[src/rtl/nonrecycle_counter_ctl_pkg.sv]
// Shared state encoding and defaults for the non-recycling counter controller.
package nonrecycle_counter_ctl_pkg;
  localparam int DEF_WIDTH = 4;

  typedef enum logic [1:0] {
    ST_IDLE = 2'd0,
    ST_RUN  = 2'd1,
    ST_HOLD = 2'd2
  } state_t;
endpackage

[src/rtl/nonrecycle_counter_ctl_updn_cnt_core.sv]
// WIDTH-bit up/down count register with sync clear, sync load and async reset.
module updn_cnt_core #(
  parameter int             WIDTH   = 4,
  parameter logic [WIDTH-1:0] RST_V = '0
) (
  input  logic             clk,
  input  logic             clrn,
  input  logic             clr,
  input  logic             load,
  input  logic [WIDTH-1:0] load_val,
  input  logic             inc,
  input  logic             dec,
  output logic [WIDTH-1:0] q
);

  always_ff @(posedge clk or negedge clrn) begin
    if (!clrn) begin
      q <= RST_V;
    end else if (clr) begin
      q <= RST_V;
    end else if (load) begin
      q <= load_val;
    end else if (inc) begin
      q <= q + 1'b1;
    end else if (dec) begin
      q <= q - 1'b1;
    end
  end

endmodule

[src/rtl/nonrecycle_counter_ctl.sv]
// Non-recycling up/down counter with IDLE/RUN/HOLD control, done and terminal-count pulse.
module nonrecycle_counter_ctl
  import nonrecycle_counter_ctl_pkg::*;
#(
  parameter int WIDTH   = DEF_WIDTH,
  parameter int RST_VAL = 0
) (
  input  logic             clk,
  input  logic             clrn,
  input  logic             sclr,
  input  logic             loadn,
  input  logic [WIDTH-1:0] cnt_in,
  input  logic [WIDTH-1:0] limit,
  input  logic             up,
  input  logic             start,
  input  logic             en,
  output logic [WIDTH-1:0] count,
  output logic             busy,
  output logic             done,
  output logic             tc_pulse,
  output logic [1:0]       state_dbg
);

  localparam logic [WIDTH-1:0] RST_V = WIDTH'(RST_VAL);

  state_t           state, state_d;
  logic             tc_d;
  logic             core_clr, core_load, core_inc, core_dec;
  logic [WIDTH-1:0] core_load_val;
  logic [WIDTH-1:0] cnt_nxt;
  logic             term_cur, term_nxt;

  assign cnt_nxt  = up ? (count + 1'b1) : (count - 1'b1);
  assign term_cur = up ? (count >= limit) : (count == '0);
  assign term_nxt = up ? (cnt_nxt >= limit) : (cnt_nxt == '0);

  // Control priority per edge: sclr > loadn > start > en. No handshakes;
  // every input is sampled level-sensitively on each rising clk edge.
  always_comb begin
    state_d       = state;
    tc_d          = 1'b0;
    core_clr      = 1'b0;
    core_load     = 1'b0;
    core_load_val = cnt_in;
    core_inc      = 1'b0;
    core_dec      = 1'b0;
    if (sclr) begin
      core_clr = 1'b1;
      state_d  = ST_IDLE;
    end else if (!loadn) begin
      core_load = 1'b1;
      state_d   = ST_IDLE;
    end else begin
      case (state)
        ST_IDLE: begin
          if (start) state_d = ST_RUN;
        end
        ST_RUN: begin
          if (term_cur) begin
            state_d = ST_HOLD;
            tc_d    = 1'b1;
          end else if (en) begin
            core_inc = up;
            core_dec = !up;
            // Terminal reached by this step: done rises with the terminal count.
            if (term_nxt) begin
              state_d = ST_HOLD;
              tc_d    = 1'b1;
            end
          end
        end
        ST_HOLD: begin
          if (start) begin
            core_load     = 1'b1;
            core_load_val = up ? '0 : limit;
            state_d       = ST_RUN;
          end
        end
        default: state_d = ST_IDLE;
      endcase
    end
  end

  always_ff @(posedge clk or negedge clrn) begin
    if (!clrn) begin
      state    <= ST_IDLE;
      tc_pulse <= 1'b0;
      busy     <= 1'b0;
      done     <= 1'b0;
    end else begin
      state    <= state_d;
      tc_pulse <= tc_d;
      busy     <= (state_d == ST_RUN);
      done     <= (state_d == ST_HOLD);
    end
  end

  assign state_dbg = state;

  updn_cnt_core #(
    .WIDTH (WIDTH),
    .RST_V (RST_V)
  ) u_core (
    .clk      (clk),
    .clrn     (clrn),
    .clr      (core_clr),
    .load     (core_load),
    .load_val (core_load_val),
    .inc      (core_inc),
    .dec      (core_dec),
    .q        (count)
  );

endmodule

[config.mk]
export PLATFORM = sky130hd
export DESIGN_NAME = nonrecycle_counter_ctl
export DESIGN_NICKNAME = d
export VERILOG_FILES = /design/src/rtl/nonrecycle_counter_ctl_pkg.sv /design/src/rtl/nonrecycle_counter_ctl_updn_cnt_core.sv /design/src/rtl/nonrecycle_counter_ctl.sv
export SDC_FILE = /design/constraint.sdc
export NUM_CORES = 1
export LEC_CHECK = 0
export ABC_AREA = 1
export ABC_CLOCK_PERIOD_IN_PS = 2000
export BUFFER_PORTS_ARGS = -buffer_cell sky130_fd_sc_hd__buf_2
export CAP_MARGIN = 5
export CORE_MARGIN = 4
export CORE_UTILIZATION = 47
export CTS_CLUSTER_DIAMETER = 30
export CTS_CLUSTER_SIZE = 20
export DETAILED_ROUTE_END_ITERATION = 8
export PLACE_DENSITY = 0.74
export SLEW_MARGIN = 20
export SYNTH_ARGS = -nofsm -noshare
export SYNTH_HDL_FRONTEND = slang
export SYNTH_SLANG_ARGS = --single-unit
[constraint.sdc]
create_clock -name clk -period 2 [get_ports clk]
set_clock_uncertainty 0.15 [all_clocks]
set_input_delay 0.4 -clock clk [delete_from_list [all_inputs] [get_ports clk]]
set_output_delay 0.4 -clock clk [all_outputs]
set_load 0.02 [all_outputs]
==> flow_summary.json, run 1 <==
{
  "status": "finished with violations",
  "violations": "negative setup slack",
  "min_path_type": "in -> reg",
  "ant_nets": 0,
  "dr.first_iter.drc_count": 33,
  "reg2reg_to": "state_dbg[1]",
  "gp_congestion": 0.8767,
  "clock_sinks": 9,
  "drt_pass1_iterations": 4,
  "cp-startpoint": "u_core.q[0]",
  "cp-start-kind": "flip-flop",
  "path_max_fanout": 6,
  "rows": 16,
  "dp_hpwl_um": 2248,
  "drive_gt1_share_pct": 40.93,
  "rsz0062_at_grt": "yes",
  "p_int_w": 0.0004968,
  "yosysUniqueCellTypes": 25,
  "die_h_um": 53.57,
  "path_cells": "inv_4 > ha_4 > xnor2_1 > ha_1 > inv_1 > o21bai_1 > nand3_1 > nand3_1 > nand2_1 > nand3_2 > nand2_2 > nand2_1",
  "grt_pass1_wl_um": 4712,
  "tritoncts": "done",
  "p_clk_share_pct": 17.2,
  "setup_ws_ns": -0.009657,
  "combPwrFrac_pct": 56.0,
  "grt_pass1_vias": 1126,
  "p_leak_nw": 0.7917,
  "rrSetupSlack_ns": -0.01,
  "fmax_mhz": 497.6,
  "cap_violations": 0,
  "dp_slack_ns": -0.07364,
  "vias": 1124,
  "diodes": 0,
  "setup_tns_ns": -0.02356,
  "max-vdd-ir-drop_mv": 0.3870,
  "start_util_pct": 49.74,
  "synthToLayoutAreaGrowth_pct": 46.03,
  "cts.clk_slew.worst_paths_ns": 0.07,
  "synth.avg_cell_area_um2": 6.594,
  "dieArea_mm2": 0.002870,
  "p_sw_share_pct": 41.02,
  "grt_overflow": 0,
  "worstPathRequired_ns": 2.00,
  "post-route-min-period_ns": 2.010,
  "wl_per_cell_um": 13.50,
  "endpoint": "state_dbg[1]",
  "syn_nets": 173,
  "worstMarginPinSlew_ns": 0.3112,
  "cpPeakStageDelay_ns": 0.47,
  "ios": 24,
  "grt_max_degree": 10,
  "total_power_w": 0.0008424,
  "pwr-share-seq_pct": 26.8,
  "root_buffer": "clkbuf_4",
  "seq_area_frac_synth_pct": 23.08,
  "cp_slowest_cell": "dfrtp_2",
  "netSwitchingPower_w": 0.0003456,
  "crit_path_end_kind": "flip-flop",
  "cp.arrival_ns": 2.01,
  "hold_viol": 0,
  "antenna_found_initial": 0,
  "slew_headroom_pct": 79.18,
  "period_share_pct": 100.5,
  "synth_area_um2": 975.9,
  "clk_latency_ns": 0.26,
  "r2r_start": "u_core.q[0]",
  "slew_viol_final": 0,
  "synth_warnings": 0,
  "fillers": 179,
  "route.detailed.drc": 0,
  "fin_nets": 219,
  "viasPerCell": 5.109,
  "synth-seq-cells": 9,
  "synth_cells": 148,
  "critPathKind": "reg -> reg",
  "cts_buffer_depth": 2,
  "grt_usage_pct": 22.78,
  "numCtsBuffers": 3,
  "worstRegToRegCells": 12,
  "powerDensity_mw_per_mm2": 591.1,
  "routed_wl_um": 2970,
  "io_buffers": 23,
  "holdWs_ns": 0.2907,
  "finalSetupViolations": 3,
  "dieWidth_um": 53.57,
  "coreArea_mm2": 0.001962,
  "htreeDepth": 1
}
==> cell type report <==
type | count | area [µm²] | area share (%)
Tap cell | 27 | 33.78 | 2.370
Timing Repair Buffer | 43 | 267.8 | 18.79
Multi-Input combinational cell | 111 | 767.0 | 53.82
Sequential cell | 9 | 230.2 | 16.15
Clock buffer | 4 | 26.28 | 1.844
Inverter | 26 | 100.1 | 7.024
==> synth_stat cells, drive strengths merged <==
cell / n / area share [%]
a211oi: 1 / 0.77
a21boi: 1 / 0.77
a21oi: 5 / 2.6
and2: 1 / 0.64
buf: 2 / 1.0
dfrtp: 9 / 23
ha: 10 / 13
inv: 26 / 10
nand2: 37 / 15
nand3: 18 / 11
nand3b: 2 / 1.5
nand4: 5 / 3.2
nor2: 19 / 9.4
o211ai: 2 / 1.5
o21ai: 5 / 2.6
o21bai: 1 / 0.77
o22ai: 1 / 0.64
xnor2: 1 / 0.90
xor2: 2 / 1.8
==> sequential cells by signal (all words and copies together) (netlist names) <==
signal	flops
busy	1
done	1
state_dbg	2
tc_pulse	1
u_core.q	4
==> how the worst min path moves through the flow <==
stage | start | endpoint | slack (ns) | cells past startpoint
2_1_floorplan | clrn | busy | -0.05 | 0
3_3_place_gp | clrn | u_core.q[3] | 0.12 | 1
3_5_place_dp | clrn | u_core.q[3] | 0.12 | 1
4_1_cts | start | state_dbg[0] | 0.30 | 3
5_1_grt | start | busy | 0.29 | 3
6_report | start | busy | 0.29 | 3
==> through the flow <==
stage,cells,area [µm²],utilization (%)
after global placement,209,1229,62.63
after floorplan,148,998.5,-
after CTS,218,1316,67.09
after global routing,220,1425,72.64
after detailed placement,209,1229,62.63
final,220,1425,72.64
==> power groups by stage <==
| stage | clock, W | sequential (W) | combinational (W) |
|---|---|---|---|
| 2_1_floorplan | 0 | 0.000236 | 0.000219 |
| 3_3_place_gp | 0 | 0.000223 | 0.000350 |
| 3_5_place_dp | 0 | 0.000225 | 0.000362 |
| 4_1_cts | 0.000148 | 0.000224 | 0.000399 |
| 5_1_grt | 0.000160 | 0.000227 | 0.000527 |
| 6_report | 0.000145 | 0.000225 | 0.000472 |
==> kinds of logic after synthesis <==
group           after synthesis  share of synthesized area, %
simple gates                 82                         40.77
xor+xnor                      3                         2.693
compound gates               16                         9.615
buf+inv                      28                         11.03
flops                         9                         23.08
fa+ha+maj                    10                         12.82
==> critical path, delay by kind of cell (launching register included) <==
kind,cells,cell delay [ns]
DFF,1,0.47
xor gates and xnor gates,1,0.12
AOI/OAI and AO/OA,1,0.06
and+or+nand+nor,6,0.45
adders and majority gates,2,0.50
buffers and inverters,2,0.16
==> layer usage <==
metal / track usage [%] / share of wire (%)
met1: 24.87 / 40
met3: 6.648 / 5.0
met2: 40.00 / 52
met5: 0 / 0
met4: 11.06 / 3.2
==> placed cells by master, fill, tap and decap left out, types with 2 or more instances in the layout <==
cell type  instances
nand3b_1           2
xor2_2             2
nand3_1           11
nand3_2            5
a21oi_1            4
buf_4             19
nand2_2            4
nand3_4            2
clkbuf_4           3
nand2_1           32
nor2_1            14
inv_2              4
o21ai_0            4
nor2_4             2
o211ai_1           2
dfrtp_2            4
ha_4               4
dfrtp_1            5
ha_1               5
buf_2             23
inv_1             21
nor2_2             3
nand4_1            5
==> timing repair <==
item                                   in CTS  in global routing
pin swaps                                   6                  9
endpoints found under the hold margin       9                  0
resized for setup                           8                 17
hold buffers                                1                  0
setup buffers                               4                  2
setup endpoints to repair                   5                  9
Note: power is estimated with default switching activity, not from simulation.
==> run 2: changes to the inputs <==
--- a/config.mk
+++ b/config.mk
@@ -15,6 +15,7 @@
 export CTS_CLUSTER_SIZE = 20
 export DETAILED_ROUTE_END_ITERATION = 8
 export PLACE_DENSITY = 0.74
+export SETUP_SLACK_MARGIN = 0.02
 export SLEW_MARGIN = 20
 export SYNTH_ARGS = -nofsm -noshare
 export SYNTH_HDL_FRONTEND = slang
==> run 2 against run 1 <==
- the flow still finishes with violations (negative setup slack)
- die area is the same
- global-route usage decreased by 1.0 points
- sequential share of layout area grew 0.59 points
- clock power barely moved
- largest cell class unchanged
- utilization is 2.6 points lower
- via count fell by 1.5%
- fmax is 2.3% lower
==> flow_summary.json, run 2 (synthesis gave the netlist of run 1 again) <==
{
  "status": "finished with violations",
  "violations": "negative setup slack",
  "powerDensity_mw_per_mm2": 592.9,
  "largest_register_ffs": 4,
  "rsz0062_at_grt": "yes",
  "antenna_found_initial": 0,
  "tritoncts": "done",
  "grt_overflow": 0,
  "synthToLayoutAreaGrowth_pct": 40.90,
  "wl_per_cell_um": 14.16,
  "crit_path_end_kind": "flip-flop",
  "path_cells": "inv_2 > ha_4 > xnor2_2 > ha_1 > inv_1 > o21bai_1 > nand3_1 > nand3_1 > nand2_1 > nand3_2 > o21ai_1",
  "dp_slack_ns": -0.09011,
  "setup_ws_ns": -0.05696,
  "post-route-min-period_ns": 2.057,
  "io_buffers": 23,
  "htreeDepth": 1,
  "gp_congestion": 0.8624,
  "final_common_cell": "nand2_1",
  "diodes": 0,
  "grt_max_degree": 10,
  "combPwrFrac_pct": 55.0,
  "pwr-share-seq_pct": 27.3,
  "finalSetupViolations": 6,
  "viasPerCell": 5.101,
  "p_sw_share_pct": 41.59,
  "period_share_pct": 102.8,
  "die_h_um": 53.57,
  "netSwitchingPower_w": 0.0003391,
  "dp_hpwl_um": 2294,
  "max-vdd-ir-drop_mv": 0.3801,
  "cts.clk_slew.worst_paths_ns": 0.06,
  "route.detailed.drc": 0,
  "slew_viol_final": 0,
  "drive_gt1_share_pct": 38.95,
  "dr.first_iter.drc_count": 35,
  "cp.arrival_ns": 2.06,
  "grt_pass1_vias": 1029,
  "cp_slowest_cell": "dfrtp_2",
  "slew_headroom_pct": 79.41,
  "dieWidth_um": 53.57,
  "numCtsBuffers": 3,
  "root_buffer": "clkbuf_4",
  "cpPeakStageDelay_ns": 0.44,
  "cap_violations": 0,
  "min_path_type": "in -> reg",
  "worstMarginPinSlew_ns": 0.3077,
  "dieArea_mm2": 0.002870,
  "drt_pass1_iterations": 4,
  "final_util_pct": 70.09,
  "p_clk_share_pct": 17.6,
  "p_leak_nw": 0.7768,
  "top_register": "u_core.q",
  "crit_path_frequent_cell": "nand3_1",
  "clk_latency_ns": 0.27,
  "grt_usage_pct": 21.73,
  "grt_pass1_wl_um": 4526,
  "fillers": 180,
  "worstPathRequired_ns": 2.00,
  "ant_nets": 0,
  "fin_nets": 216,
  "hold_viol": 0,
  "start_util_pct": 49.74,
  "ios": 24,
  "clock_sinks": 9,
  "coreArea_mm2": 0.001962,
  "fmax_mhz": 486.2,
  "p_int_w": 0.0004762,
  "layout_common_cells": "nand2_1, buf_2, inv_1",
  "cts_buffer_depth": 2,
  "rows": 16,
  "cp-start-kind": "flip-flop",
  "vias": 1107,
  "routed_wl_um": 3073,
  "path_max_fanout": 5,
  "critPathKind": "reg -> reg"
}
run 2: cell type report:
class                   count  area, µm²  share of cell area, %
flip-flops and latches      9      230.2                  16.74
well taps                  27      33.78                  2.457
clock buffers               4      26.28                  1.911
repair buffers             40      245.2                  17.83
inverters                  26      100.1                  7.279
multi-input cells         111      739.5                  53.78
run 2: final timing paths:
kind	start	endpoint	slack, ns	depth (start not counted)
max in group asynchronous	clrn	u_core.q[0]	1.12	2
setup reg to reg	u_core.q[1]	busy	-0.06	11
hold / removal	start	state_dbg[1]	0.28	3
hold reg to reg	state_dbg[0]	state_dbg[1]	0.46	3
min in group asynchronous	clrn	tc_pulse	0.37	2
setup / recovery	u_core.q[1]	busy	-0.06	11
run 2: power by group through the flow:
stage               Clock, W  Combinational, W  Sequential [W]
finish              0.000144          0.000449        0.000223
global route        0.000162          0.000491        0.000225
CTS                 0.000146          0.000372        0.000226
detailed placement         0          0.000363        0.000228
global placement           0          0.000347        0.000226
floorplan                  0          0.000224        0.000236
run 2: stage by stage:
stage          cells  area, µm²  hold WS, ns  TNS (ns)  total power, W
2_1_floorplan    148       1011     -0.04559         0       0.0004607
3_3_place_gp     207       1226       0.1124   -0.1189       0.0005736
3_5_place_dp     207       1226       0.1181   -0.3497       0.0005910
4_1_cts          212       1272       0.2795   -0.2998       0.0007442
5_1_grt          217       1375       0.2995    -1.029       0.0008784
6_report         217       1375       0.2798   -0.2937       0.0008153
run 2: repair_timing:
item	in CTS	in global routing
hold buffers	1	0
gates cloned	0	0
gates resized for setup	5	16
pin swaps	5	15
buffers inserted	0	6
setup endpoints to repair	6	9
endpoints found under the hold margin	9	0
run 2: worst max-delay path, delay by kind of cell (launching register included):
kind                       cells  cell delay, ns
adders and majority gates      2            0.50
DFF                            1            0.44
and+or+nand+nor                4            0.33
AOI/OAI and AO/OA              2            0.23
buffers and inverters          2            0.14
xor gates and xnor gates       1            0.13
run 2: metal layers:
metal  global-route usage, %  part of all wire [%]
met5                       0                     0
met4                   3.830                   1.3
met3                   3.878                   5.2
met2                   39.80                    51
met1                   26.58                    42
==> run 3: changes to the inputs <==
--- a/config.mk
+++ b/config.mk
@@ -9,12 +9,14 @@
 export ABC_CLOCK_PERIOD_IN_PS = 2000
 export BUFFER_PORTS_ARGS = -buffer_cell sky130_fd_sc_hd__buf_2
 export CAP_MARGIN = 5
+export CELL_PAD_IN_SITES_DETAIL_PLACEMENT = 0
+export CELL_PAD_IN_SITES_GLOBAL_PLACEMENT = 1
 export CORE_MARGIN = 4
-export CORE_UTILIZATION = 47
+export CORE_UTILIZATION = 33
 export CTS_CLUSTER_DIAMETER = 30
 export CTS_CLUSTER_SIZE = 20
 export DETAILED_ROUTE_END_ITERATION = 8
-export PLACE_DENSITY = 0.74
+export PLACE_DENSITY = 0.75
 export SETUP_SLACK_MARGIN = 0.02
 export SLEW_MARGIN = 20
 export SYNTH_ARGS = -nofsm -noshare
==> run 3 against run 2 <==
- the run still ends with negative setup slack left
- global-route usage decreased by 8.0 points
- non-clock buffer count increased by 3
- fmax increased by 1.1%
- hold slack improved by 0.0041 ns
- cell count increased by 3.2%
- power increased by 0.47%
- first-iteration DRC count increased by 8.6%
- sequential power about the same
- clock-buffer cell count decreased by 1
- clock power decreased by 3%
- critical path type unchanged
- largest power group unchanged
- highest routed layer is now met3
==> flow_summary.json, run 3 (synthesis gave the netlist of run 1 again) <==
{
  "drive_gt1_share_pct": 41.45,
  "root_buffer": "clkbuf_4",
  "crit_path_end_kind": "flip-flop",
  "vias": 1076,
  "drt_pass1_iterations": 4,
  "fin_nets": 219,
  "coreArea_mm2": 0.002781,
  "worstMarginPinSlew_ns": 0.2666,
  "tritoncts": "done",
  "htreeDepth": 1,
  "numCtsBuffers": 3,
  "multiInputGateArea_um2": 763.2,
  "die_h_um": 62.38,
  "dieArea_mm2": 0.003891,
  "slew_headroom_pct": 82.23,
  "cts_buffer_depth": 2,
  "worstRegToRegCells": 12,
  "grt_pass1_vias": 1087,
  "powerDensity_mw_per_mm2": 570.7,
  "grtUsageMet3_pct": 3.058,
  "slew_viol_final": 0,
  "rrSetupSlack_ns": -0.04,
  "seq_area_um2": 230.2,
  "cap_violations": 0,
  "diodes": 0,
  "fillers": 281,
  "synthToLayoutAreaGrowth_pct": 47.05,
  "dieWidth_um": 62.38,
  "max-vdd-ir-drop_mv": 0.4520,
  "clock_sinks": 9,
  "grt_max_degree": 10,
  "top_register": "u_core.q",
  "cts.clk_slew.worst_paths_ns": 0.06,
  "dr.first_iter.drc_count": 38,
  "routed_wl_um": 2745,
  "path_max_fanout": 6,
  "ant_nets": 0,
  "grt_overflow": 0,
  "final_util_pct": 51.60,
  "min_path_type": "in -> reg",
  "rows": 19,
  "setup_ws_ns": -0.03536,
  "violations": "negative setup slack",
  "gr-usage-met1_pct": 19.01,
  "start_util_pct": 35.09,
  "busiest_layer": "met2",
  "total_power_w": 0.0008191,
  "viasPerCell": 4.804,
  "grt_pass1_wl_um": 4485,
  "clk_latency_ns": 0.26,
  "globalRouteMet2Util_pct": 22.15,
  "io_buffers": 23,
  "antenna_found_initial": 0,
  "grt_usage_pct": 13.76,
  "rsz0062_at_grt": "yes",
  "post-route-min-period_ns": 2.035,
  "layout_common_cells": "nand2_1, buf_2, inv_1",
  "p_leak_nw": 0.7912,
  "dp_hpwl_um": 2219,
  "cp.arrival_ns": 2.04,
  "largest_register_ffs": 4,
  "worstPathRequired_ns": 2.00,
  "hold_viol": 0,
  "dp_slack_ns": -0.1087,
  "fmax_mhz": 491.3,
  "holdWs_ns": 0.2839,
  "ios": 24,
  "period_share_pct": 101.8,
  "place_area_mm2": 0.001216,
  "final_common_cell": "nand2_1",
  "route.detailed.drc": 0,
  "status": "finished with violations",
  "gp_congestion": 0.8208,
  "finalSetupViolations": 5,
  "cp-start-kind": "flip-flop",
  "wl_per_cell_um": 12.25,
  "holdPathStages": 3,
  "critPathKind": "reg -> reg",
  "design_area_mm2": 0.001435
}
==> run 3: final timing paths <==
kind / start / end
setup / recovery: u_core.q[1] / done
hold reg to reg: state_dbg[0] / state_dbg[0]
hold / removal: start / state_dbg[0]
setup reg to reg: u_core.q[1] / done
max in group asynchronous: clrn / u_core.q[3]
min in group asynchronous: clrn / done
==> run 3: area by class of cell <==
cell class,count,area share (%)
inverter,26,6.975
tap,31,2.703
clock buffer,3,1.569
clock inverter,1,0.3487
multi-input combinational,111,53.18
sequential,9,16.04
timing repair buffer,43,19.18
==> run 3: report_power, final <==
group	internal [W]	leakage (nW)	total, W	switching (W)
Sequential	0.000198	0.114	0.000223	0.0000247
Combinational	0.000217	0.659	0.000456	0.000239
Clock	0.0000739	0.0177	0.000140	0.0000665
==> run 3: per-stage QoR <==
| stage | setup TNS (ns) | instances |
|---|---|---|
| 6_report | -0.1010 | 224 |
| 4_1_cts | -0.02753 | 217 |
| 2_1_floorplan | 0 | 148 |
| 3_3_place_gp | -0.1906 | 209 |
| 5_1_grt | -0.8050 | 224 |
| 3_5_place_dp | -0.3691 | 209 |
==> run 3: timing repair <==
action | in CTS | in global routing
hold buffers | 1 | 0
endpoints found under the hold margin | 9 | 0
resized for setup | 8 | 17
endpoints found under the setup margin | 7 | 9
pin swaps | 7 | 11
buffers inserted | 3 | 7
==> run 3: routing by layer <==
metal / routed length, µm / part of all wire (%)
met4: 0 / 0
met3: 109 / 4.0
met2: 1335 / 49
met5: 0 / 0
met1: 1300 / 47
==> run 3: critical path, cell delays in order, from the launching register on <==
cell and delay [ns]:
dfrtp_2 0.46, inv_2 0.11, ha_4 0.21, xnor2_1 0.12
ha_1 0.29, inv_1 0.06, o21bai_1 0.06, nand3_1 0.07
nand3_1 0.07, nand2_1 0.07, nand3_2 0.09, nand2_2 0.10
nand2_1 0.06
